## src/rtl/vga_rx_monitor.sv

```systemverilog
// VGA receive monitor: recovers pixel coordinates from sampled VGA signals, checks line/frame timing, declares lock.
// Latency: px_* outputs 1 clk after the sampling tick; lock/error state updates 1 clk after the closing edge.
// No backpressure: the video stream is observed only. Optional frame CRC enabled by macro VGA_RX_CRC_EN.
module vga_rx_monitor #(
  parameter int H_TOTAL     = 800,
  parameter int V_TOTAL     = 525,
  parameter int H_ACTIVE    = 640,
  parameter int V_ACTIVE    = 480,
  parameter int LOCK_FRAMES = 2
) (
  input  logic        clk,
  input  logic        reset,
  input  logic        vga_clk,
  input  logic        vga_hs,
  input  logic        vga_vs,
  input  logic        vga_blank_n,
  input  logic [7:0]  vga_r,
  input  logic [7:0]  vga_g,
  input  logic [7:0]  vga_b,
  output logic        px_valid,
  output logic [9:0]  px_x,
  output logic [9:0]  px_y,
  output logic [23:0] px_rgb,
  output logic        frame_start,
  output logic        locked,
  output logic        timing_err,
  output logic [7:0]  err_count,
  output logic [15:0] frame_crc
);

  localparam logic [11:0] H_TOTAL_C  = 12'(H_TOTAL);
  localparam logic [11:0] V_TOTAL_C  = 12'(V_TOTAL);
  localparam logic [11:0] H_ACTIVE_C = 12'(H_ACTIVE);
  localparam logic [11:0] V_ACTIVE_C = 12'(V_ACTIVE);
  localparam logic [3:0]  LOCK_C     = 4'(LOCK_FRAMES);

  typedef enum logic [1:0] {SEARCH, MEASURE, LOCKED} state_t;

  function automatic logic [11:0] inc12(input logic [11:0] v);
    return (&v) ? v : v + 12'd1;
  endfunction

  function automatic logic [9:0] inc10(input logic [9:0] v);
    return (&v) ? v : v + 10'd1;
  endfunction

  state_t      state;
  logic [3:0]  good_frames;
  logic        vga_clk_d;
  logic        hs_prev, vs_prev, blank_prev;
  logic [11:0] h_cnt, a_cnt, v_cnt, va_cnt;
  logic        line_x_sat, frame_y_sat, frame_bad_acc;
  logic [9:0]  x_cnt, y_cnt;
  logic        y_first;

  // Tick and edge qualifiers, all evaluated against the previous tick's samples.
  logic tick, hs_fall, vs_fall, blank_rise, act;
  assign tick       = vga_clk & ~vga_clk_d;
  assign hs_fall    = tick & hs_prev & ~vga_hs;
  assign vs_fall    = tick & vs_prev & ~vga_vs;
  assign blank_rise = tick & ~blank_prev & vga_blank_n;
  assign act        = tick & vga_blank_n;

  // Coordinate of the pixel being sampled on this tick.
  logic [9:0] pix_x, y_base, pix_y;
  logic       first_eff, x_sat_now, y_sat_now;
  assign pix_x     = blank_rise ? 10'd0 : x_cnt;
  assign y_base    = vs_fall ? 10'd0 : y_cnt;
  assign first_eff = vs_fall | y_first;
  assign pix_y     = (blank_rise & ~first_eff) ? inc10(y_base) : y_base;
  assign x_sat_now = act & (&pix_x);
  assign y_sat_now = act & (&pix_y);

  // Line closes on hs_fall; this tick already belongs to the next line.
  logic line_has_act, line_bad;
  assign line_has_act = (a_cnt != 12'd0);
  assign line_bad = hs_fall & ((h_cnt != H_TOTAL_C) |
                               (line_has_act & (a_cnt != H_ACTIVE_C)) |
                               blank_rise | line_x_sat);

  // Frame closes on vs_fall, after any line closed on the same tick.
  logic [11:0] va_close;
  logic        frame_bad;
  assign va_close  = (hs_fall & line_has_act) ? inc12(va_cnt) : va_cnt;
  assign frame_bad = frame_bad_acc | line_bad | frame_y_sat | y_sat_now |
                     (v_cnt != V_TOTAL_C) | (va_close != V_ACTIVE_C);

  // Register vga_clk and the previous-tick copies of the sync/blank inputs.
  always_ff @(posedge clk) begin
    if (reset) begin
      vga_clk_d  <= 1'b0;
      hs_prev    <= 1'b0;
      vs_prev    <= 1'b0;
      blank_prev <= 1'b0;
    end else begin
      vga_clk_d <= vga_clk;
      if (tick) begin
        hs_prev    <= vga_hs;
        vs_prev    <= vga_vs;
        blank_prev <= vga_blank_n;
      end
    end
  end

  // Line and frame measurement counters; h_cnt counts the hs_fall tick as the line's first.
  always_ff @(posedge clk) begin
    if (reset) begin
      h_cnt         <= '0;
      a_cnt         <= '0;
      v_cnt         <= '0;
      va_cnt        <= '0;
      line_x_sat    <= 1'b0;
      frame_y_sat   <= 1'b0;
      frame_bad_acc <= 1'b0;
    end else if (tick) begin
      if (hs_fall) begin
        h_cnt      <= 12'd1;
        a_cnt      <= vga_blank_n ? 12'd1 : 12'd0;
        line_x_sat <= x_sat_now;
      end else begin
        h_cnt <= inc12(h_cnt);
        if (vga_blank_n) a_cnt <= inc12(a_cnt);
        if (x_sat_now) line_x_sat <= 1'b1;
      end
      if (vs_fall) begin
        v_cnt         <= hs_fall ? 12'd1 : 12'd0;
        va_cnt        <= '0;
        frame_bad_acc <= 1'b0;
        frame_y_sat   <= y_sat_now;
      end else begin
        if (hs_fall) v_cnt <= inc12(v_cnt);
        if (hs_fall & line_has_act) va_cnt <= inc12(va_cnt);
        if (line_bad) frame_bad_acc <= 1'b1;
        if (y_sat_now) frame_y_sat <= 1'b1;
      end
    end
  end

  // Column/row trackers; the first blank_rise after vsync is row 0.
  always_ff @(posedge clk) begin
    if (reset) begin
      x_cnt   <= '0;
      y_cnt   <= '0;
      y_first <= 1'b1;
    end else if (tick) begin
      if (act) x_cnt <= inc10(pix_x);
      y_cnt <= pix_y;
      if (blank_rise)   y_first <= 1'b0;
      else if (vs_fall) y_first <= 1'b1;
    end
  end

  // Registered pixel outputs and frame_start pulse.
  always_ff @(posedge clk) begin
    if (reset) begin
      px_valid    <= 1'b0;
      px_x        <= '0;
      px_y        <= '0;
      px_rgb      <= '0;
      frame_start <= 1'b0;
    end else begin
      px_valid    <= act;
      frame_start <= vs_fall;
      if (act) begin
        px_x   <= pix_x;
        px_y   <= pix_y;
        px_rgb <= {vga_r, vga_g, vga_b};
      end
    end
  end

  // Lock FSM. err_count counts bad frames seen in MEASURE plus the first bad line/frame in LOCKED.
  always_ff @(posedge clk) begin
    if (reset) begin
      state       <= SEARCH;
      good_frames <= '0;
      locked      <= 1'b0;
      timing_err  <= 1'b0;
      err_count   <= '0;
    end else if (tick) begin
      case (state)
        SEARCH: begin
          good_frames <= '0;
          if (vs_fall) state <= MEASURE;
        end
        MEASURE: begin
          if (vs_fall) begin
            if (frame_bad) begin
              good_frames <= '0;
              if (err_count != 8'hFF) err_count <= err_count + 8'd1;
            end else begin
              good_frames <= good_frames + 4'd1;
              if (good_frames + 4'd1 == LOCK_C) begin
                state  <= LOCKED;
                locked <= 1'b1;
              end
            end
          end
        end
        LOCKED: begin
          if (line_bad | (vs_fall & frame_bad)) begin
            state       <= SEARCH;
            locked      <= 1'b0;
            timing_err  <= 1'b1;
            good_frames <= '0;
            if (err_count != 8'hFF) err_count <= err_count + 8'd1;
          end
        end
        default: state <= SEARCH;
      endcase
    end
  end

`ifdef VGA_RX_CRC_EN
  function automatic logic [15:0] crc_step(input logic [15:0] c, input logic [23:0] d);
    logic [15:0] r;
    r = c;
    for (int i = 23; i >= 0; i--) begin
      r = (r[15] ^ d[i]) ? ({r[14:0], 1'b0} ^ 16'h1021) : {r[14:0], 1'b0};
    end
    return r;
  endfunction

  logic [15:0] crc_acc;

  // Running CRC over registered pixels; a pixel coinciding with frame_start belongs to the new frame.
  always_ff @(posedge clk) begin
    if (reset) begin
      crc_acc   <= 16'hFFFF;
      frame_crc <= 16'h0000;
    end else if (frame_start) begin
      frame_crc <= crc_acc;
      crc_acc   <= px_valid ? crc_step(16'hFFFF, px_rgb) : 16'hFFFF;
    end else if (px_valid) begin
      crc_acc <= crc_step(crc_acc, px_rgb);
    end
  end
`else
  assign frame_crc = 16'h0000;
`endif

endmodule

```

## config.mk

```make
export PLATFORM = sky130hd
export DESIGN_NAME = vga_rx_monitor
export DESIGN_NICKNAME = d
export VERILOG_FILES = /design/src/rtl/vga_rx_monitor.sv
export SDC_FILE = /design/constraint.sdc
export NUM_CORES = 1
export LEC_CHECK = 0
export CORE_UTILIZATION = 35
export DETAILED_ROUTE_END_ITERATION = 8
export HOLD_SLACK_MARGIN = 0.08
export SLEW_MARGIN = 20
export SYNTH_ARGS = -nofsm -noshare
export SYNTH_HDL_FRONTEND = slang
export SYNTH_SLANG_ARGS = --single-unit
export TNS_END_PERCENT = 50
```

## constraint.sdc

```tcl
create_clock -name clk -period 4.8 [get_ports clk]
set_input_delay 0.96 -clock clk [delete_from_list [all_inputs] [get_ports clk]]
set_output_delay 0.96 -clock clk [all_outputs]
set_load 0.01 [all_outputs]
```

## Yosys cells after proc, flatten, opt, wreduce, memory -nomap -nowiden

Index checks and enable logic that the tools add are counted.

- Add/sub/neg operators: 8
- Multiply operators: 0
- Div/mod/pow operators: 0
- $lt $le $gt $ge: 0
- Equality and inequality tests: 17
- Shift operators: 0
- Multiplexer cells: 46
- Bitwise logic cells: 30
- Reductions and logical operators: 30

Operator list:

| cell | number |
|---|---|
| $mux 12 | 11 |
| $mux 10 | 5 |
| $add 12x1->12 const B | 4 |
| $reduce_and 12->1 | 4 |
| $ne 12x10->1 const B | 3 |
| $mux 8 | 4 |
| $reduce_and 10->1 | 3 |
| $add 10x1->10 const B | 2 |
| $ne 2x2->1 const B | 9 |
| $pmux 8 s2 | 1 |
| $and 1x1->1 | 15 |
| $mux 1 | 14 |
| $reduce_bool 2->1 | 7 |
| $mux 4 | 3 |
| $ne 12x9->1 const B | 1 |
| $pmux 4 s3 | 1 |
| $reduce_and 2->1 | 6 |
| $reduce_and 6->1 | 2 |
| $reduce_bool 12->1 | 1 |
| $mux 2 | 5 |
| $or 1x1->1 | 10 |
| $reduce_and 3->1 | 3 |
| $add 8x1->8 const B | 1 |
| $ne 8x8->1 const B | 1 |
| other kinds (11) | 15 |

- Flip-flop bits (word level): 138
- Bits in latches: 0
- Bits in writable memories: 0
- Memory bits (read-only): 0
- Bits of input ports: 30
- Logic and storage cells: 155
- Memories: 0

## Longest topological paths before layout

Gate-level depths: netlist of run 1.

- Word-level depth: 17
- Mapped depth: 15
- Gate-level depth less buffers: 13

## Worst setup path after synthesis of run 1

OpenSTA, ideal clock, no wires.

- Path type: input -> register
- Start: in vga_vs
- End: reg err_count[4]
- Setup time: 115 ps
- Arrival time: 4067 ps
- Required time: 4685 ps
- Path slack: 618 ps
- Cell stages on the path: 15
- Path buffers: 2
- Cell sequence: nand4bb_1 > clkbuf_1 > clkbuf_1 > and2_1 > ha_1 > nand2_1 > nor3_1 > nor4_1 > mux2i_1 > o2111a_1 > a21oi_1 > a211oi_2 > o211ai_1 > o21a_1 > o21a_1

- Cells in the longest elaborated chain, start to end: 15
- Elaborated cells on any way between the ends: 21

Ends and longest elaborated chain:

| what | line | RTL |
|---|---|---|
| start, declared | 15 | `input logic vga_vs,` |
| $not 1->1 * | 60 | `assign vs_fall = tick & vs_prev & ~vga_vs;` |
| $and 1x1->1 * | 60 |  |
| $mux 10 or $or 1x1->1 (tied branches) | 68, 69 |  |
| $add 10x1->10, or another cell as far along | 44 | `return (&v) ? v : v + 10'd1;` |
| $mux 10 or $and 1x1->1 (tied branches) | 44, 70 |  |
| $mux 10 | 70 | `assign pix_y = (blank_rise & ~first_eff) ? inc10(y_base) : y_base;` |
| $reduce_and 10->1 | 72 | `assign y_sat_now = act & (&pix_y);` |
| $and 1x1->1 | 72 |  |
| $or 1x1->1 (2 in a row) | 85 | `assign frame_bad = frame_bad_acc \| line_bad \| frame_y_sat \| y_sat_now \|` |
| $or 1x1->1 | 86 | `(v_cnt != V_TOTAL_C) \| (va_close != V_ACTIVE_C);` |
| $and 1x1->1 | 201 | `if (line_bad \| (vs_fall & frame_bad)) begin` |
| $or 1x1->1 | 201 |  |
| $ne 2x2->1 (no line) | - |  |
| $reduce_and 5->1 (no line) * | - |  |
| end signal, assigned | 190 | `if (err_count != 8'hFF) err_count <= err_count + 8'd1;` |
| end signal, assigned | 206 | `if (err_count != 8'hFF) err_count <= err_count + 8'd1;` |
| end, declared | 27 | `output logic [7:0] err_count,` |

Every way passes the cells marked *; elsewhere a longest branch is shown, timed or not.
A chain may end at the register's enable or synchronous reset.

## Final worst setup path of run 1

Same ends and word-level chain as after synthesis.

==> flow_summary_export.csv, run 1 <==
group,metric,value,unit
routing,met1_length,8.02,mm
routing,ant_nets,0,
worst_setup_path,start_kind,"input port",
routing,top_layer,"met4",
routing,wl_per_cell,14.3,um
global_route,grt_use_total,0.173,
job,max_cap_violations,0,
outcome,run_status,"finished with violations",
worst_setup_path,r2r-end,"good_frames[3]$_SDFFE_PP0P_",
timing,setup-violations-final,0,
logic_synthesis,ys.flop_type,"dfxtp_1",
power_and_ir_drop,switchingPower,626,uW
power_and_ir_drop,leakagePower,2.91,nW
global_route,grt_antenna_before_repair,0,
cts,htree_num_levels,4,
logic_synthesis,ys_ff_latch,138,
power_and_ir_drop,vdd_drop_max,0.000242,V
timing,finalHoldViolations,0,
placement,place_congestion,0.869,
placement,portBuffers,85,
worst_setup_path,crit_fanout,7,
die,die_w,139,um
logic_synthesis,yosys_warnings,0,
worst_setup_path,crit_end,"err_count[4]$_SDFFE_PP0P_",
worst_setup_path,critPathCaptureType,"register",
die,die_y,139,um
cts,clock_latency,420,ps
die,die_area,0.0193,mm2
die,start_util,0.362,
worst_setup_path,cp.required,5110,ps
outcome,violations,"design-rule violations",
timing,worst_pin_slew,759,ps
worst_setup_path,arrival,4650,ps
global_route,grt_max_degree,59,
timing,slew_headroom,0.493,
global_route,grt.overflow.total,0,
die,io_pins,102,
cts,cts_made_buffers,17,
power_and_ir_drop,switching_share,0.232,
logic_synthesis,synth_area,0.00657,mm2
logic_synthesis,synth_edf_count,0,
routing,route.detailed.drc,2,
cts,cts_sinks,138,
routing,vias_per_cell,5.11,
worst_setup_path,rrSetupSlack,1140,ps
routing,drt-pass1-iter-count,8,
final_layout,fin_nets,938,
global_route,grt_pass1_wl,27.2,mm
timing,fin_setup_tns,0,ps
routing,vias,5812,
global_route,grt_pass1_vias,5258,
placement,postPlaceCellArea,0.00762,mm2
routing,wl_met3,493,um
power_and_ir_drop,p_int,2.07,mW
cts,post_cts_buffers,0,
power_and_ir_drop,power.share.sequential,0.436,
logic_synthesis,async_flop_share,0,
timing,fin_skew,8.30,ps
routing,routed_wirelength,16.2,mm
final_layout,diodes,0,
placement,dp_hpwl,11.1,mm
timing,drv_slew,0,
routing,wl_met2,7.48,mm
hold_path,min_from,"px_x[4]$_SDFFE_PP0P_",
timing,fin_crit,4340,ps
timing,grt_setup_unrepaired,"false",
worst_setup_path,rr_startpoint,"a_cnt[0]$_SDFFE_PP0P_",
routing,drt_iter0_markers,381,
final_layout,layout-drive-gt1-share,0.0738,
final_layout,multi_input_comb_area,0.00354,mm2
final_layout,postLayoutCellArea,0.00823,mm2
logic_synthesis,synth_area_per_cell,8.07,um2
cts,tritoncts,"built",
cts,clockBufferDepth,2,
cts,hold_buffers,0,
power_and_ir_drop,total_power,2.70,mW
timing,max_freq,0.230,GHz
final_layout,ff_latch_area,0.00276,mm2
worst_setup_path,crit_type,"in -> reg",
final_layout,fillers,1794,
cts,cts_resized,0,
worst_setup_path,reg2regPathDepth,12,
logic_synthesis,synthCells,814,
timing,fin_crit_sh,0.905,
die,row_count,49,
logic_synthesis,synth-seq-area-share,0.421,
final_layout,area_growth,25.3,%
worst_setup_path,cp-startpoint,"vga_vs",
cts,root_buffer,"clkbuf_16",
logic_synthesis,synth.distinct_cells,64,
hold_path,hold_class,"reg -> reg",
die,fp.coreArea,0.0181,mm2
power_and_ir_drop,pwr-share-clk,0.501,
cts,clk_pin_slew_worst_paths,60,ps
power_and_ir_drop,combPwrFrac,0.062,
power_and_ir_drop,powerDensity,328,mW/mm2
timing,whs,448,ps
==> area by class of cell <==
| cell class | instances | share of cell area |
|---|---|---|
| clock buffer | 19 | 0.0538 |
| clock inverter | 12 | 0.0199 |
| inverter | 12 | 0.00547 |
| multi-input combinational | 624 | 0.431 |
| sequential | 138 | 0.336 |
| tap | 229 | 0.0348 |
| timing repair buffer | 103 | 0.120 |
==> worst min path at each step <==
stage / to / slack [ps] / cells past startpoint
2_1_floorplan: line_x_sat$_SDFFE_PP0P_ / 440 / 2
3_3_place_gp: px_rgb[16]$_SDFFE_PP0P_ / 440 / 2
3_5_place_dp: px_x[4]$_SDFFE_PP0P_ / 440 / 2
4_1_cts: px_x[4]$_SDFFE_PP0P_ / 450 / 2
5_1_grt: px_rgb[8]$_SDFFE_PP0P_ / 470 / 2
6_report: px_x[4]$_SDFFE_PP0P_ / 450 / 2
==> flip-flops by register name, summed over array words and instances, names as in the netlist, 4 cells and up <==
| signal | flops |
|---|---|
| a_cnt | 12 |
| err_count | 8 |
| good_frames | 4 |
| h_cnt | 12 |
| px_rgb | 24 |
| px_x | 10 |
| px_y | 10 |
| v_cnt | 12 |
| va_cnt | 12 |
| x_cnt | 10 |
| y_cnt | 10 |
==> synth_stat cells, types with 2 or more instances <==
| cell type | number | area [um2] |
|---|---|---|
| or4_1 | 3 | 22.5 |
| o31ai_1 | 2 | 15.0 |
| a211oi_1 | 14 | 105 |
| nand2_1 | 124 | 465 |
| or4_4 | 2 | 22.5 |
| nand4bb_1 | 2 | 22.5 |
| inv_1 | 11 | 41.3 |
| a31oi_1 | 12 | 75.1 |
| a22oi_1 | 2 | 15.0 |
| o21a_1 | 4 | 30.0 |
| and4_1 | 9 | 78.8 |
| or3_1 | 10 | 62.6 |
| ha_1 | 12 | 150 |
| or2_2 | 3 | 18.8 |
| nor4b_1 | 2 | 17.5 |
| a21o_1 | 2 | 15.0 |
| clkbuf_1 | 35 | 131 |
| nor3b_1 | 2 | 15.0 |
| dfxtp_1 | 138 | 2760 |
| nor2b_1 | 7 | 43.8 |
| nor2_1 | 99 | 372 |
| nor3_1 | 19 | 95.1 |
| mux2i_1 | 10 | 100 |
| o221a_2 | 2 | 22.5 |
| nand3b_1 | 2 | 15.0 |
| buf_1 | 3 | 11.3 |
| nand3_1 | 32 | 160 |
| xor2_1 | 27 | 236 |
| xnor2_1 | 16 | 140 |
| nand4_1 | 17 | 106 |
| or4b_2 | 2 | 20.0 |
| and2_1 | 12 | 75.1 |
| and3_1 | 16 | 100 |
| o211ai_1 | 5 | 37.5 |
| a211o_1 | 2 | 17.5 |
| nor4_1 | 6 | 37.5 |
| o21ai_0 | 29 | 145 |
| nand2b_1 | 4 | 25.0 |
| buf_4 | 16 | 120 |
| a21oi_1 | 75 | 375 |
==> power groups by stage <==
stage          clock [mW]  sequential, mW  combinational, mW
2_1_floorplan           0            1.20             0.0956
6_report             1.35            1.18              0.168
5_1_grt              1.44            1.18              0.184
4_1_cts              1.38            1.18              0.170
3_3_place_gp            0            1.20              0.170
3_5_place_dp            0            1.20              0.170
==> routing by layer <==
layer / vias up / track usage
met5: - / 0
met4: 0 / 0.0696
met1: 2720 / 0.235
met2: 107 / 0.269
met3: 15 / 0.0325
li1: 2970 / -
==> cell families after synthesis <==
logic type | count (synthesis) | share of synthesized area
xor gates and xnor gates | 43 | 0.0574
DFF | 138 | 0.421
muxes | 10 | 0.0152
AOI/OAI and AO/OA | 159 | 0.146
buffers and inverters | 67 | 0.0486
adders and majority gates | 12 | 0.0229
other | 1 | 0.000571
and+or+nand+nor | 384 | 0.289
==> worst max-delay path, stage by stage <==
cell and delay [ps]:
clkdlybuf4s50_1 570, nand4bb_1 210, and2_1 210, ha_1 250, nand2_1 90, nor4_1 430
a31oi_1 160, a211o_1 320, nor2_1 170, a21oi_1 170, a211oi_2 440, o211ai_1 260
o21a_1 240, o21a_1 170
==> stage by stage <==
| stage | std cells | util | worst slack (ps) |
|---|---|---|---|
| after floorplan | 829 | - | 618 |
| after global placement | 1106 | 0.420 | 205 |
| after detailed placement | 1106 | 0.420 | 70.8 |
| after CTS | 1137 | 0.453 | 497 |
| after global routing | 1137 | 0.453 | 68.1 |
| final | 1137 | 0.453 | 457 |
==> placed cells by master, fill, tap and decap left out, types with 3 or more instances in the layout <==
cell and instances:
dfxtp_1 138, nand2_1 123, nor2_1 99, clkdlybuf4s50_1 84, a21oi_1 75, nand3_1 32
o21ai_0 29, xor2_1 27, nor3_1 19, buf_4 19, nand4_1 17, clkbuf_16 17
and3_1 16, xnor2_1 16, conb_1 16, a211oi_1 14, a31oi_1 12, ha_1 12
inv_1 11, and2_1 11, or3_1 10, mux2i_1 10, and4_1 9, nor2b_1 7
nor4_1 6, o211ai_1 5, nand2b_1 4, o21a_1 4, inv_6 4, or2_2 3
or4_1 3, clkinv_4 3, bufinv_16 3
Power figures use the tool's default switching activity.
==> inputs of run 2 (changes only) <==
- GPL_ROUTABILITY_DRIVEN: not set -> 1
- HOLD_SLACK_MARGIN: 0.08 -> 0.15
==> results of run 2 <==
The final DEF is identical to that of run 1; final timing and power are the same.
==> inputs of run 3 (changes only) <==
- CORE_UTILIZATION: 35 -> 40
==> run 3 against run 2 <==
  * The run now ends clean
  * Sequential cell count stayed put
  * First-iteration DRC count is 1.8% lower
  * Cell area is 0.59% lower
  * Utilization is 6.0 points higher
  * Power is 2.7% lower
  * Sequential power hardly changed
  * Largest cell class unchanged
  * Hold slack better by 2.0 ps
  * Non-clock buffer count is 1 lower
  * Combinational power hardly changed
==> flow_summary_export.csv, run 3 (synthesized netlist as in run 1, its figures left out) <==
group,metric,value,unit
worst_setup_path,r2r-end,"good_frames[3]$_SDFFE_PP0P_",
placement,place_congestion,0.917,
worst_setup_path,critPathCaptureType,"register",
hold_path,hold_depth,2,
timing,drv_slew,0,
cts,post_cts_buffers,0,
cts,clockBufferDepth,2,
outcome,run_status,"finished, final reports clean",
die,die_y,130,um
routing,wl_met3,625,um
die,die_area,0.0169,mm2
routing,routed_wirelength,16.2,mm
global_route,grt_use_total,0.200,
routing,vias_per_cell,5.20,
global_route,grt_antenna_before_repair,0,
timing,fin_skew,7.58,ps
power_and_ir_drop,powerDensity,321,mW/mm2
power_and_ir_drop,pwr-share-clk,0.488,
global_route,grt.overflow.total,0,
timing,fin_setup_tns,0,ps
placement,dp_hpwl,11.0,mm
final_layout,final_cell_mix,"dfxtp_1, nand2_1, nor2_1, clkdlybuf4s50_1, a21oi_1",
timing,grt_setup_unrepaired,"false",
routing,top_layer,"met4",
power_and_ir_drop,switching_share,0.228,
die,row_count,46,
worst_setup_path,rr_startpoint,"h_cnt[0]$_SDFFE_PP0P_",
routing,wl_per_cell,14.4,um
routing,drt-pass1-iter-count,5,
worst_setup_path,reg2regPathDepth,13,
power_and_ir_drop,power.share.sequential,0.449,
final_layout,diodes,0,
cts,hold_buffers,0,
global_route,grt_pass1_vias,5371,
worst_setup_path,crit_type,"in -> reg",
final_layout,multi_input_comb_area,0.00354,mm2
final_layout,area_growth,24.6,%
worst_setup_path,cp_common_cell,"o21a_1",
cts,cts_made_buffers,17,
worst_setup_path,cp.required,5110,ps
die,fp.coreArea,0.0159,mm2
timing,max_freq,0.236,GHz
hold_path,hold_class,"reg -> reg",
timing,worst_pin_slew,860,ps
hold_path,min_to,"px_rgb[22]$_SDFFE_PP0P_",
routing,vias,5847,
final_layout,layout_commonest_cell,"dfxtp_1",
timing,fin_crit,4240,ps
timing,slew_headroom,0.427,
cts,tritoncts,"built",
final_layout,largest_reg_flops,24,
routing,drt_iter0_markers,374,
placement,portBuffers,85,
final_layout,fin_nets,937,
power_and_ir_drop,vdd_drop_max,0.000243,V
global_route,grt_pass1_wl,26.7,mm
die,io_pins,102,
final_layout,ff_latch_area,0.00276,mm2
final_layout,layout-drive-gt1-share,0.0727,
routing,met1_length,8.22,mm
timing,setup-violations-final,0,
worst_setup_path,cp_slowest_cell,"clkdlybuf4s50_1",
routing,ant_nets,0,
worst_setup_path,rrSetupSlack,1150,ps
job,max_cap_violations,0,
worst_setup_path,path_cells,"clkdlybuf4s50_1, nand4bb_1, and2_1, ha_1, nand2_1, nor4_1, nand3_1, mux2i_1, o2111a_1, a21oi_1, a211oi_2, o211ai_1, o21a_1, o21a_1",
final_layout,fillers,1592,
cts,root_buffer,"clkbuf_16",
cts,htree_num_levels,4,
worst_setup_path,start_kind,"input port",
routing,wl_met2,7.12,mm
worst_setup_path,worst_path_largest_cell_delay,500,ps
worst_setup_path,crit_fanout,7,
placement,dp_slack,159,ps
cts,cts_sinks,138,
routing,route.detailed.drc,0,
power_and_ir_drop,p_int,2.02,mW
worst_setup_path,crit_family,"compound AO/OA/AOI/OAI gates",
global_route,grt_max_degree,81,
power_and_ir_drop,switchingPower,598,uW
cts,clock_latency,420,ps
power_and_ir_drop,combPwrFrac,0.063,
timing,finalHoldViolations,0,
worst_setup_path,critPathBufInv,1,
power_and_ir_drop,leakagePower,2.89,nW
cts,cts_resized,0,
die,die_w,130,um
timing,fin_crit_sh,0.883,
worst_setup_path,arrival,4550,ps
hold_path,min_from,"px_rgb[22]$_SDFFE_PP0P_",
die,start_util,0.412,
cts,clk_pin_slew_worst_paths,60,ps
timing,fin_ws,562,ps
final_layout,regMostFlops,"px_rgb",
## run 3: how the worst max path moves through the flow
stage	from	end	slack [ps]	cells past startpoint
after CTS	vga_clk	err_count[4]$_SDFFE_PP0P_	600	14
final	vga_clk	err_count[4]$_SDFFE_PP0P_	560	14
after detailed placement	vga_clk	err_count[4]$_SDFFE_PP0P_	160	14
after floorplan	vga_vs	err_count[4]$_SDFFE_PP0P_	620	15
after global placement	vga_clk	err_count[4]$_SDFFE_PP0P_	290	14
after global routing	vga_clk	err_count[4]$_SDFFE_PP0P_	200	14
## run 3: cell type report
cell class,count,share of cell area
Tap cell,216,0.0330
Clock buffer,21,0.0563
Multi-Input combinational cell,624,0.433
Inverter,12,0.00551
Timing Repair Buffer,102,0.119
Sequential cell,138,0.338
Clock inverter,11,0.0148
## run 3: per-stage QoR
step	power, mW	hold slack (ps)	cell area [um2]	utilization	std cells
after floorplan	1.30	438	6620	-	829
after global placement	1.37	442	7600	0.477	1092
after detailed placement	1.37	446	7600	0.477	1092
after CTS	2.66	453	8180	0.513	1124
after global routing	2.73	468	8180	0.513	1124
final	2.62	450	8180	0.513	1124
## run 3: routing by layer
layer	vias up	global-route usage
li1	2984	-
met1	2746	0.279
met2	106	0.300
met3	11	0.0545
met4	0	0.0595
met5	-	0
## run 3: worst register-to-register path: stages (launching register included)
cell	delay, ps
dfxtp_1	320
inv_1	90
ha_1	150
or4bb_1	460
a2111oi_0	560
a31oi_1	160
buf_4	180
a31oi_1	130
o2111ai_1	210
nor4_4	290
nand2_2	150
a211oi_1	530
or4_1	190
o22ai_1	70
## run 3: power by group through the flow
stage / clock network [mW] / logic, mW / registers [mW]
after floorplan: 0 / 0.0956 / 1.20
after global placement: 0 / 0.168 / 1.20
after detailed placement: 0 / 0.167 / 1.20
after CTS: 1.31 / 0.168 / 1.18
after global routing: 1.36 / 0.185 / 1.18
final: 1.28 / 0.166 / 1.18
